[src/rtl/prefetch_ctrl.sv]
// prefetch_ctrl
//   Sequencing controller for the rv32i instruction prefetch FIFO. Issues
//   word-aligned fetch requests, tracks FIFO occupancy plus in-flight
//   requests so every returned word has a guaranteed slot, tags written
//   words with {err, pc}, and on a jump flushes the FIFO, redirects, and
//   drops responses that were already in flight.
//
//   Optional feature macro: PREFETCH_CTRL_ERR_HALT_EN
//     defined   : an error response written to the FIFO halts fetching until jump_i.
//     undefined : errors are only tagged; fetching continues sequentially.
//
// Ports
//   clk_i        clock
//   clk_en_i     clock enable; qualifies all state updates and handshakes
//   resetb_i     asynchronous active-low reset
//   jump_i       redirect request
//   jump_addr_i  redirect target (bits [1:0] ignored)
//   ireqvalid_o  fetch request valid
//   ireqready_i  bus accepts the request
//   ireqaddr_o   fetch address (word aligned)
//   irspvalid_i  response valid (in request order)
//   irsperr_i    response bus error
//   fifo_flush_o FIFO flush
//   fifo_wr_o    FIFO write
//   fifo_tag_o   {err, pc} stored with the instruction word
//   fifo_rd_i    FIFO read from the decoder

module prefetch_ctrl #(
    parameter int unsigned C_FIFO_DEPTH_X = 2,
    parameter logic [31:0] C_RESET_VECTOR = 32'h0000_0000
) (
    input  logic        clk_i,
    input  logic        clk_en_i,
    input  logic        resetb_i,
    input  logic        jump_i,
    input  logic [31:0] jump_addr_i,
    output logic        ireqvalid_o,
    input  logic        ireqready_i,
    output logic [31:0] ireqaddr_o,
    input  logic        irspvalid_i,
    input  logic        irsperr_i,
    output logic        fifo_flush_o,
    output logic        fifo_wr_o,
    output logic [32:0] fifo_tag_o,
    input  logic        fifo_rd_i
);

    localparam int unsigned CNT_W = C_FIFO_DEPTH_X + 1;
    localparam int unsigned SUM_W = C_FIFO_DEPTH_X + 2;
    localparam logic [CNT_W-1:0] DEPTH = CNT_W'(1) << C_FIFO_DEPTH_X;

    typedef enum logic [1:0] {
        S_IDLE = 2'd0,
        S_RUN  = 2'd1,
        S_HALT = 2'd2
    } state_t;

    state_t            state_q;
    logic [CNT_W-1:0]  fifo_cnt_q;
    logic [CNT_W-1:0]  outst_q;
    logic [CNT_W-1:0]  discard_q;
    logic [31:0]       req_addr_q;
    logic [31:0]       rsp_pc_q;

    logic              jump;
    logic              rsp;
    logic              rd;
    logic              credit;
    logic              req_valid;
    logic              hs;
    logic              drop_rsp;
    logic              wr;
    logic              err_halt;
    logic [31:0]       jump_target;

    // Event decode, all qualified by the clock enable
    assign jump        = jump_i & clk_en_i;
    assign rsp         = irspvalid_i & clk_en_i;
    assign rd          = fifo_rd_i & clk_en_i;
    assign jump_target = jump_addr_i & ~32'h3;

    // Credit: FIFO words plus in-flight requests must leave a slot free
    assign credit    = (SUM_W'(fifo_cnt_q) + SUM_W'(outst_q)) < SUM_W'(DEPTH);
    assign req_valid = clk_en_i & (state_q == S_RUN) & ~jump_i & credit;
    assign hs        = req_valid & ireqready_i;

    // Responses owed to a pre-jump stream are dropped; a jump drops the
    // response arriving in the same cycle too
    assign drop_rsp = rsp & (discard_q != '0);
    assign wr       = rsp & ~jump & (discard_q == '0);

`ifdef PREFETCH_CTRL_ERR_HALT_EN
    assign err_halt = wr & irsperr_i;
`else
    assign err_halt = 1'b0;
`endif

    // Outputs
    assign ireqvalid_o  = req_valid;
    assign ireqaddr_o   = req_addr_q;
    assign fifo_flush_o = jump;
    assign fifo_wr_o    = wr;
    assign fifo_tag_o   = {irsperr_i & wr, rsp_pc_q};

    // State machine, counters and address registers
    always_ff @(posedge clk_i or negedge resetb_i) begin
        if (!resetb_i) begin
            state_q    <= S_IDLE;
            fifo_cnt_q <= '0;
            outst_q    <= '0;
            discard_q  <= '0;
            req_addr_q <= C_RESET_VECTOR;
            rsp_pc_q   <= C_RESET_VECTOR;
        end else if (clk_en_i) begin
            if (jump_i) begin
                state_q <= S_RUN;
            end else begin
                case (state_q)
                    S_IDLE:  state_q <= S_RUN;
                    S_RUN:   if (err_halt) state_q <= S_HALT;
                    S_HALT:  state_q <= S_HALT;
                    default: state_q <= S_IDLE;
                endcase
            end

            if (jump_i) begin
                fifo_cnt_q <= '0;
            end else begin
                case ({wr, rd})
                    2'b10:   fifo_cnt_q <= fifo_cnt_q + CNT_W'(1);
                    2'b01:   fifo_cnt_q <= fifo_cnt_q - CNT_W'(1);
                    default: fifo_cnt_q <= fifo_cnt_q;
                endcase
            end

            case ({hs, rsp})
                2'b10:   outst_q <= outst_q + CNT_W'(1);
                2'b01:   outst_q <= outst_q - CNT_W'(1);
                default: outst_q <= outst_q;
            endcase

            // Everything still in flight after this cycle belongs to the old stream
            if (jump_i) begin
                discard_q <= outst_q - CNT_W'(irspvalid_i);
            end else if (drop_rsp) begin
                discard_q <= discard_q - CNT_W'(1);
            end

            if (jump_i) begin
                req_addr_q <= jump_target;
            end else if (hs) begin
                req_addr_q <= req_addr_q + 32'd4;
            end

            if (jump_i) begin
                rsp_pc_q <= jump_target;
            end else if (wr) begin
                rsp_pc_q <= rsp_pc_q + 32'd4;
            end
        end
    end

endmodule

[config.mk]
export PLATFORM = sky130hd
export DESIGN_NAME = prefetch_ctrl
export DESIGN_NICKNAME = d
export VERILOG_FILES = /design/src/rtl/prefetch_ctrl.sv
export SDC_FILE = /design/constraint.sdc
export NUM_CORES = 1
export LEC_CHECK = 0
export BUFFER_PORTS_ARGS = -buffer_cell sky130_fd_sc_hd__buf_4
export CAP_MARGIN = 20
export CORE_ASPECT_RATIO = 2
export CORE_MARGIN = 3
export CORE_UTILIZATION = 39
export DETAILED_ROUTE_END_ITERATION = 8
export PLACE_DENSITY = 0.63
export SYNTH_ARGS = -nofsm -noshare
export SYNTH_HDL_FRONTEND = slang
export SYNTH_SLANG_ARGS = --single-unit
export TNS_END_PERCENT = 100
[constraint.sdc]
create_clock -name clk_i -period 3.03 [get_ports clk_i]
set_input_delay 0.909 -clock clk_i [delete_from_list [all_inputs] [get_ports clk_i]]
set_output_delay 0.909 -clock clk_i [all_outputs]
set_load 0.005 [all_outputs]
==> flow_metrics.py, run 1 <==
metrics = {
    "grt": {
        "global_route.usage.met2_pct": 41.3,
        "grt_util_met1_pct": 26.8,
        "grt_start_max_net_pins": 39,
        "first_global_vias": 4504,
        "grt.total_usage_pct": 24.1,
        "globalRouteMet3Util_pct": 3.35,
        "grt_first_pass_wirelength_um": 23900,
        "grt_antenna_before_repair": 0,
        "top_usage_layer": "met2",
        "globalRouteOverflowTotal": 0,
    },
    "floorplanning": {
        "die_width_um": 82.4,
        "number_of_top_level_pins": 108,
        "core_region_area_um2": 11400,
        "die-height_um": 159,
        "placementRows": 55,
        "fp.dieArea_um2": 13100,
        "initial_utilization_pct": 40.1,
    },
    "clock_tree": {
        "worst_skew_pair.late_latency_ps": 340,
        "clock_tree.buffer_depth": 2,
        "clock_tree_from_tritoncts": "yes",
        "cts_resized": 0,
        "cts.clk_slew.worst_paths_ps": 60,
        "clock_tree_sinks": 71,
        "cts_setup_buffers": 0,
        "tritoncts.num_buffers": 9,
        "cts_root_buf": "clkbuf_16",
        "cts_hold_buffers": 0,
        "htreeDepth": 3,
    },
    "placement": {
        "placed_cells": 761,
        "gpl.final_weighted_congestion": 0.852,
        "place.port_buffers": 101,
        "placement.cell_area_um2": 5500,
        "hpwl_um": 11300,
        "place_worst_setup_slack_ps": 216,
    },
    "power": {
        "pwr-share-comb_pct": 27.8,
        "power.share.clock_pct": 35.7,
        "sw_frac_of_total_pct": 32.1,
        "ir_drop_v": 0.000412,
        "leakage_nw": 2.52,
        "netSwitchingPower_mw": 1.27,
        "internal-power_mw": 2.68,
        "powerDensity_nw_per_um2": 671,
        "seqPwrFrac_pct": 36.4,
    },
    "min_path": {
        "worstHoldEndpoint": "state_q[0]",
        "hp-class": "reg2reg",
        "hp-start": "state_q[1]",
        "hold_path_depth": 1,
    },
    "run_status": {
        "status": "completed",
    },
    "route": {
        "drt_antenna_net_count": 0,
        "remaining_drc_errors": 0,
        "drt-total-wl_um": 15200,
        "detail_route.first_pass.iterations": 5,
        "routedWlPerCell_um": 19.5,
        "num_vias": 4498,
        "initialDrtViolationCount": 347,
        "avgViaCountPerCell": 5.79,
    },
    "timing": {
        "achievable-frequency_ghz": 0.367,
        "grt_setup_unrepaired": "no",
        "max_slew_vio_count": 0,
        "final.min_clock_period_ps": 2720,
        "min_period_over_period_pct": 89.9,
        "setup_ws_ps": 305,
        "worst_slew_slack_as_a_fraction_of_its_limit_pct": 57.8,
        "setup_viol": 0,
        "tns_ps": 0,
        "max_slew.worst_pin.slew_ps": 628,
        "finClkSkew_ps": 7.04,
        "timing.final.hold_violations": 0,
    },
    "yosys": {
        "synthesis.yosys.warnings": 0,
        "syn-cell-area_um2": 4550,
        "seq_total_area_yosys_pct": 39.0,
        "post_synth.cell_area_avg_um2": 8.59,
        "postSynth.asyncResetShare_pct": 100,
        "synth.ff_latch_count": 71,
        "synth_cell_type_count": 58,
        "synth_enable_flop_cells": 0,
        "postSynthCellCount": 530,
        "synth_top_flop_cell": "dfrtp_1",
    },
    "layout": {
        "post_route_design_area_um2": 5890,
        "proportion_of_layout_cells_with_a_drive_suffix_above_1_pct": 22.7,
        "final_core_utilization_pct": 51.9,
        "final_net_count": 681,
        "area_growth_pct": 29.3,
        "antenna_cells": 0,
        "filler_cell_count": 1106,
        "stdcell_count": 777,
    },
    "worst_setup_path": {
        "timing.rr.start": "discard_q[0]",
        "cp.required_ps": 2120,
        "worst-r2r-setup-slack_ps": 520,
        "regToRegEndpoint": "fifo_cnt_q[2]",
        "critical_path_peak_fanout": 4,
        "critPathLaunchType": "flip-flop",
        "worstSetupEndpointType": "primary output",
        "cp_data_arrival_time_ps": 1820,
        "worstRegToRegCells": 8,
        "critical_path_class": "reg2out",
    },
    "job": {
        "max_cap_violations": 0,
    },
}
-- routing by layer --
layer	up-vias	wire [um]	share of wire [%]
li1	2140	-	-
met1	2184	5510	36
met2	135	8110	53
met3	39	684	4.5
met4	0	866	5.7
met5	-	0	0
-- worst max-delay path by stage --
stage	startpoint	to	slack (ps)	cells past startpoint
after detailed placement	irspvalid_i	fifo_cnt_q[2]	220	7
after global placement	irspvalid_i	fifo_cnt_q[2]	270	7
after CTS	fifo_cnt_q[2]	ireqvalid_o	290	4
after global routing	fifo_cnt_q[2]	ireqvalid_o	220	4
after floorplan	clk_en_i	fifo_flush_o	80	5
final	fifo_cnt_q[2]	ireqvalid_o	310	4
-- power groups by stage --
stage	combinational [mW]	sequential (mW)	clock, mW
2_1_floorplan	0.633	1.38	0
3_3_place_gp	1.06	1.44	0
3_5_place_dp	1.10	1.45	0
4_1_cts	1.11	1.43	1.43
5_1_grt	1.23	1.47	1.47
6_report	1.10	1.44	1.41
-- Yosys cell counts, types with 5 or more instances --
cell type | count | area [um2]
a21oi_1 | 41 | 205
and3_1 | 8 | 50.1
buf_1 | 5 | 18.8
clkbuf_1 | 21 | 78.8
dfrtp_1 | 71 | 1780
ha_1 | 9 | 113
inv_1 | 26 | 97.6
mux2i_1 | 11 | 110
nand2_1 | 59 | 221
nand3_1 | 22 | 110
nand4_1 | 18 | 113
nor2_1 | 19 | 71.3
nor2b_1 | 17 | 106
nor3_1 | 13 | 65.1
nor4_1 | 14 | 87.6
o211ai_1 | 7 | 52.6
o21ai_0 | 34 | 170
o221ai_1 | 16 | 140
o22ai_1 | 20 | 125
o311ai_0 | 5 | 43.8
xnor2_1 | 28 | 245
xor2_1 | 10 | 87.6
-- flip-flops by register name (all words and copies together) (netlist names) --
register    count
discard_q       3
rsp_pc_q       30
state_q         2
outst_q         3
fifo_cnt_q      3
ireqaddr_o     30
-- cells by family (layout without fill, tap and decap cells) --
group	Yosys count	count (layout)	synth area share, %
DFF	71	71	39.0
muxes	11	11	2.42
adders and majority gates	11	11	3.35
and+or+nand+nor	197	197	23.2
other	1	4	0.0823
buffers and inverters	61	163	5.47
AOI/OAI and AO/OA	140	140	19.1
xor gates and xnor gates	38	38	7.31
-- cells in the final DEF (no fill, tap or decap), types with 10 or more instances in the layout --
| cell | count |
|---|---|
| o221ai_1 | 16 |
| nor3_1 | 13 |
| a21oi_1 | 41 |
| dfrtp_1 | 71 |
| xor2_1 | 10 |
| nand3_1 | 22 |
| nand2_1 | 59 |
| mux2i_1 | 11 |
| xnor2_1 | 28 |
| buf_4 | 120 |
| o22ai_1 | 20 |
| inv_1 | 26 |
| nor2_1 | 19 |
| nor4_1 | 14 |
| nand4_1 | 18 |
| nor2b_1 | 17 |
| o21ai_0 | 34 |
-- area by class of cell --
class | count | area, um2 | share of cell area, %
Timing Repair Buffer | 120 | 901 | 15.3
Inverter | 27 | 101 | 1.72
Clock buffer | 10 | 239 | 4.06
Multi-Input combinational cell | 401 | 2540 | 43.1
Sequential cell | 71 | 1780 | 30.2
Tap cell | 142 | 178 | 3.02
Clock inverter | 6 | 155 | 2.63
-- through the flow --
step / total power, mW / hold slack [ps]
after floorplan: 2.01 / 462
after global placement: 2.50 / 481
after detailed placement: 2.55 / 499
after CTS: 3.98 / 519
after global routing: 4.17 / 539
final: 3.95 / 518
-- critical path, stage by stage, from the launching register on --
cell     delay (ps)
dfrtp_1         420
ha_1            220
nor4b_2         450
and3_1          260
buf_4           120
(Power assumes the default switching activity.)
==> inputs of run 2 (changes only) <==
- REMOVE_ABC_BUFFERS: default -> 1
==> flow_metrics.py, run 2 (synthesis results as in run 1) <==
metrics = {
    "run_status": {
        "status": "completed",
    },
    "timing": {
        "setup_viol": 0,
        "finClkSkew_ps": 6.57,
        "achievable-frequency_ghz": 0.355,
        "tns_ps": 0,
        "worst_slew_slack_as_a_fraction_of_its_limit_pct": 36.6,
        "final.min_clock_period_ps": 2810,
        "setup_ws_ps": 215,
        "grt_setup_unrepaired": "no",
        "min_period_over_period_pct": 92.9,
        "timing.final.hold_violations": 0,
        "max_slew_vio_count": 0,
        "max_slew.worst_pin.slew_ps": 951,
    },
    "grt": {
        "grt_antenna_before_repair": 0,
        "globalRouteOverflowTotal": 0,
        "grt.total_usage_pct": 23.2,
        "grt_start_max_net_pins": 72,
        "first_global_vias": 4541,
        "grt_first_pass_wirelength_um": 23300,
    },
    "floorplanning": {
        "core_region_area_um2": 11400,
        "fp.dieArea_um2": 13100,
        "initial_utilization_pct": 40.1,
        "die_width_um": 82.4,
        "placementRows": 55,
        "number_of_top_level_pins": 108,
        "die-height_um": 159,
    },
    "layout": {
        "most_frequent_cells_in_the_layout": "buf_4, dfrtp_1, nand2_1",
        "area_growth_pct": 26.5,
        "layout_commonest_cell": "buf_4",
        "final_core_utilization_pct": 50.7,
        "proportion_of_layout_cells_with_a_drive_suffix_above_1_pct": 21.8,
        "antenna_cells": 0,
        "final_net_count": 675,
    },
    "placement": {
        "gpl.final_weighted_congestion": 0.856,
        "place_worst_setup_slack_ps": 155,
        "hpwl_um": 10600,
        "place.port_buffers": 101,
    },
    "clock_tree": {
        "clock_tree_from_tritoncts": "yes",
        "cts_resized": 0,
        "clock_tree_sinks": 71,
        "worst_skew_pair.late_latency_ps": 330,
        "tritoncts.num_buffers": 9,
        "cts.clk_slew.worst_paths_ps": 60,
        "cts_setup_buffers": 0,
        "cts_hold_buffers": 0,
        "cts_root_buf": "clkbuf_16",
        "htreeDepth": 3,
        "clock_tree.buffer_depth": 2,
    },
    "route": {
        "num_vias": 4530,
        "drt-total-wl_um": 14600,
        "drt_antenna_net_count": 0,
        "detail_route.first_pass.iterations": 5,
        "remaining_drc_errors": 0,
        "routedWlPerCell_um": 19.0,
        "initialDrtViolationCount": 291,
        "avgViaCountPerCell": 5.88,
    },
    "worst_setup_path": {
        "critical_path.cell_chain": "buf_4 -> nor2b_1 -> buf_4 -> and3_1 -> buf_4",
        "timing.rr.start": "fifo_cnt_q[1]",
        "cp_data_arrival_time_ps": 1910,
        "cp.required_ps": 2120,
        "critical_path_class": "in2out",
        "critPathMaxStageDelay_ps": 330,
        "crit_path_frequent_cell": "buf_4",
        "regToRegEndpoint": "ireqaddr_o[24]",
        "critical_path_peak_fanout": 10,
        "critPathLaunchType": "input pin",
        "worstRegToRegCells": 6,
        "worstSetupEndpointType": "primary output",
        "cpMaxStageDelayCell": "nor2b_1",
        "worst-r2r-setup-slack_ps": 390,
    },
    "power": {
        "leakage_nw": 2.45,
        "power_mw": 3.64,
        "powerDensity_nw_per_um2": 631,
        "ir_drop_v": 0.000401,
    },
    "min_path": {
        "hp-class": "reg2reg",
        "worstHoldEndpoint": "state_q[0]",
        "hold_path_depth": 1,
        "hp-start": "state_q[1]",
    },
    "job": {
        "max_cap_violations": 0,
    },
}
[run 2: power breakdown]
group | switching, mW | total (mW) | internal [mW]
sequential | 0.295 | 1.44 | 1.14
clock | 0.393 | 1.10 | 0.702
combinational | 0.551 | 1.10 | 0.551
total | 1.24 | 3.64 | 2.40
[run 2: metal layers]
metal | vias up | routed length (um) | GRT usage, %
li1 | 2131 | - | -
met1 | 2181 | 5420 | 26.9
met2 | 176 | 7700 | 39.0
met3 | 42 | 823 | 3.92
met4 | 0 | 678 | 12.4
met5 | - | 0 | 0
[run 2: worst max path at each step]
stage | from | endpoint | slack, ps | depth (start not counted)
final | clk_en_i | ireqvalid_o | 220 | 5
after global routing | fifo_cnt_q[1] | ireqvalid_o | 110 | 4
after CTS | fifo_cnt_q[1] | ireqvalid_o | 190 | 4
after detailed placement | clk_en_i | ireqaddr_o[24] | 150 | 6
after global placement | clk_en_i | ireqaddr_o[24] | 190 | 6
after floorplan | jump_i | fifo_cnt_q[2] | 170 | 6
[run 2: per-stage QoR]
stage                     area [um2]  std cells  hold slack [ps]
final                           5760        771              509
after global routing            5760        771              549
after CTS                       5760        771              505
after detailed placement        5450        755              485
after global placement          5450        755              477
after floorplan                 4420        499              462
[run 2: layout make-up]
type | instances | area, um2
inverters | 27 | 101
clock inverters | 3 | 40.0
repair buffers | 114 | 856
clock buffers | 13 | 270
multi-input cells | 401 | 2540
flip-flops and latches | 71 | 1780
fillers | 1111 | 5590
well taps | 142 | 178
[run 2: critical path, delay by kind of cell]
kind / cells / cell delay, ps
simple gates: 2 / 500
buf+inv: 3 / 500
==> inputs of run 3 (changes only) <==
- CORE_MARGIN: 3 -> default
==> flow_metrics.py, run 3 (synthesis results as in run 1) <==
metrics = {
    "timing": {
        "timing.final.hold_violations": 0,
        "worst_slew_slack_as_a_fraction_of_its_limit_pct": 35.3,
        "final.min_clock_period_ps": 2810,
        "finClkSkew_ps": 5.06,
        "max_slew_vio_count": 0,
        "setup_viol": 0,
        "grt_setup_unrepaired": "no",
        "min_period_over_period_pct": 92.9,
        "max_slew.worst_pin.slew_ps": 970,
        "tns_ps": 0,
        "achievable-frequency_ghz": 0.355,
    },
    "worst_setup_path": {
        "critical_path_class": "reg2out",
        "worstRegToRegCells": 10,
        "regToRegEndpoint": "outst_q[2]",
        "worst-r2r-setup-slack_ps": 470,
        "critical_path.cell_chain": "ha_1 -> a31oi_1 -> and3_1 -> buf_4",
        "worstSetupEndpointType": "primary output",
        "critical_path_peak_fanout": 4,
        "worstPathBufferInverterCount": 1,
        "timing.rr.start": "fifo_cnt_q[1]",
        "cp_data_arrival_time_ps": 1900,
        "critical-path-top-delay-family": "compound AO/OA/AOI/OAI gates",
        "cp.required_ps": 2120,
        "critPathLaunch": "fifo_cnt_q[1]",
        "critPathLaunchType": "flip-flop",
        "critPathMaxStageDelay_ps": 450,
        "cpMaxStageDelayCell": "a31oi_1",
    },
    "route": {
        "detail_route.first_pass.iterations": 5,
        "initialDrtViolationCount": 277,
        "num_vias": 4522,
        "remaining_drc_errors": 0,
        "drt_antenna_net_count": 0,
        "avgViaCountPerCell": 5.84,
        "routedWlPerCell_um": 18.9,
        "drt-total-wl_um": 14600,
    },
    "clock_tree": {
        "cts_resized": 0,
        "htreeDepth": 3,
        "cts_root_buf": "clkbuf_16",
        "cts_setup_buffers": 0,
        "clock_tree_sinks": 71,
        "clock_tree_from_tritoncts": "yes",
        "cts_hold_buffers": 0,
        "tritoncts.num_buffers": 9,
        "clock_tree.buffer_depth": 2,
        "worst_skew_pair.late_latency_ps": 330,
        "cts.clk_slew.worst_paths_ps": 50,
    },
    "min_path": {
        "hp-class": "reg2reg",
        "worstHoldEndpoint": "state_q[0]",
        "hp-start": "state_q[1]",
        "hold_path_depth": 1,
    },
    "placement": {
        "gpl.final_weighted_congestion": 0.842,
        "hpwl_um": 10600,
        "place.port_buffers": 101,
    },
    "power": {
        "ir_drop_v": 0.000377,
        "leakage_nw": 2.45,
        "power_mw": 3.55,
        "powerDensity_nw_per_um2": 617,
    },
    "layout": {
        "proportion_of_layout_cells_with_a_drive_suffix_above_1_pct": 21.8,
        "most_frequent_cells_in_the_layout": "buf_4, dfrtp_1, nand2_1",
        "area_growth_pct": 26.5,
        "layout_commonest_cell": "buf_4",
        "filler_cell_count": 1117,
        "final_net_count": 679,
        "antenna_cells": 0,
    },
    "floorplanning": {
        "number_of_top_level_pins": 108,
        "die_width_um": 78.4,
        "initial_utilization_pct": 40.1,
        "die-height_um": 155,
        "placementRows": 55,
        "fp.dieArea_um2": 12100,
        "core_region_area_um2": 11400,
    },
    "grt": {
        "grt_antenna_before_repair": 0,
        "first_global_vias": 4548,
        "grt_start_max_net_pins": 72,
        "grt_first_pass_wirelength_um": 23100,
        "grt.total_usage_pct": 24.9,
        "globalRouteOverflowTotal": 0,
    },
    "run_status": {
        "status": "completed",
    },
    "job": {
        "max_cap_violations": 0,
    },
}
run 3: how the worst max path moves through the flow:
stage | to | slack [ps] | cells past startpoint
global route | ireqvalid_o | 190 | 4
global placement | outst_q[2] | 190 | 11
detailed placement | outst_q[2] | 140 | 11
floorplan | fifo_cnt_q[2] | 170 | 6
finish | ireqvalid_o | 220 | 4
CTS | ireqvalid_o | 200 | 4
run 3: per-layer routing:
layer / vias to the layer above / share of wire [%] / global-route usage (%)
li1: 2139 / - / -
met1: 2199 / 37 / 26.4
met5: - / 0 / 0
met4: 0 / 4.6 / 14.2
met2: 148 / 54 / 45.6
met3: 36 / 5.0 / 3.83
run 3: metrics by stage:
stage / area (um2) / setup slack, ps / cells / utilization [%] / hold slack (ps)
6_report: 5760 / 216 / 774 / 50.7 / 512
5_1_grt: 5760 / 190 / 774 / 50.7 / 514
4_1_cts: 5760 / 197 / 774 / 50.7 / 508
3_5_place_dp: 5480 / 143 / 759 / 48.3 / 492
3_3_place_gp: 5480 / 185 / 759 / 48.3 / 477
2_1_floorplan: 4420 / 171 / 499 / - / 462
run 3: area by class of cell:
| class | count | area, um2 | share of cell area [%] |
|---|---|---|---|
| inverter | 27 | 101 | 1.76 |
| clock buffer | 15 | 278 | 4.82 |
| tap | 142 | 178 | 3.08 |
| multi-input combinational | 401 | 2540 | 44.1 |
| timing repair buffer | 118 | 886 | 15.4 |
| sequential | 71 | 1780 | 30.8 |
run 3: where the power goes:
| part | internal (mW) | switching (mW) |
|---|---|---|
| clock | 0.618 | 0.390 |
| sequential | 1.14 | 0.291 |
| combinational | 0.554 | 0.557 |
| total | 2.32 | 1.24 |
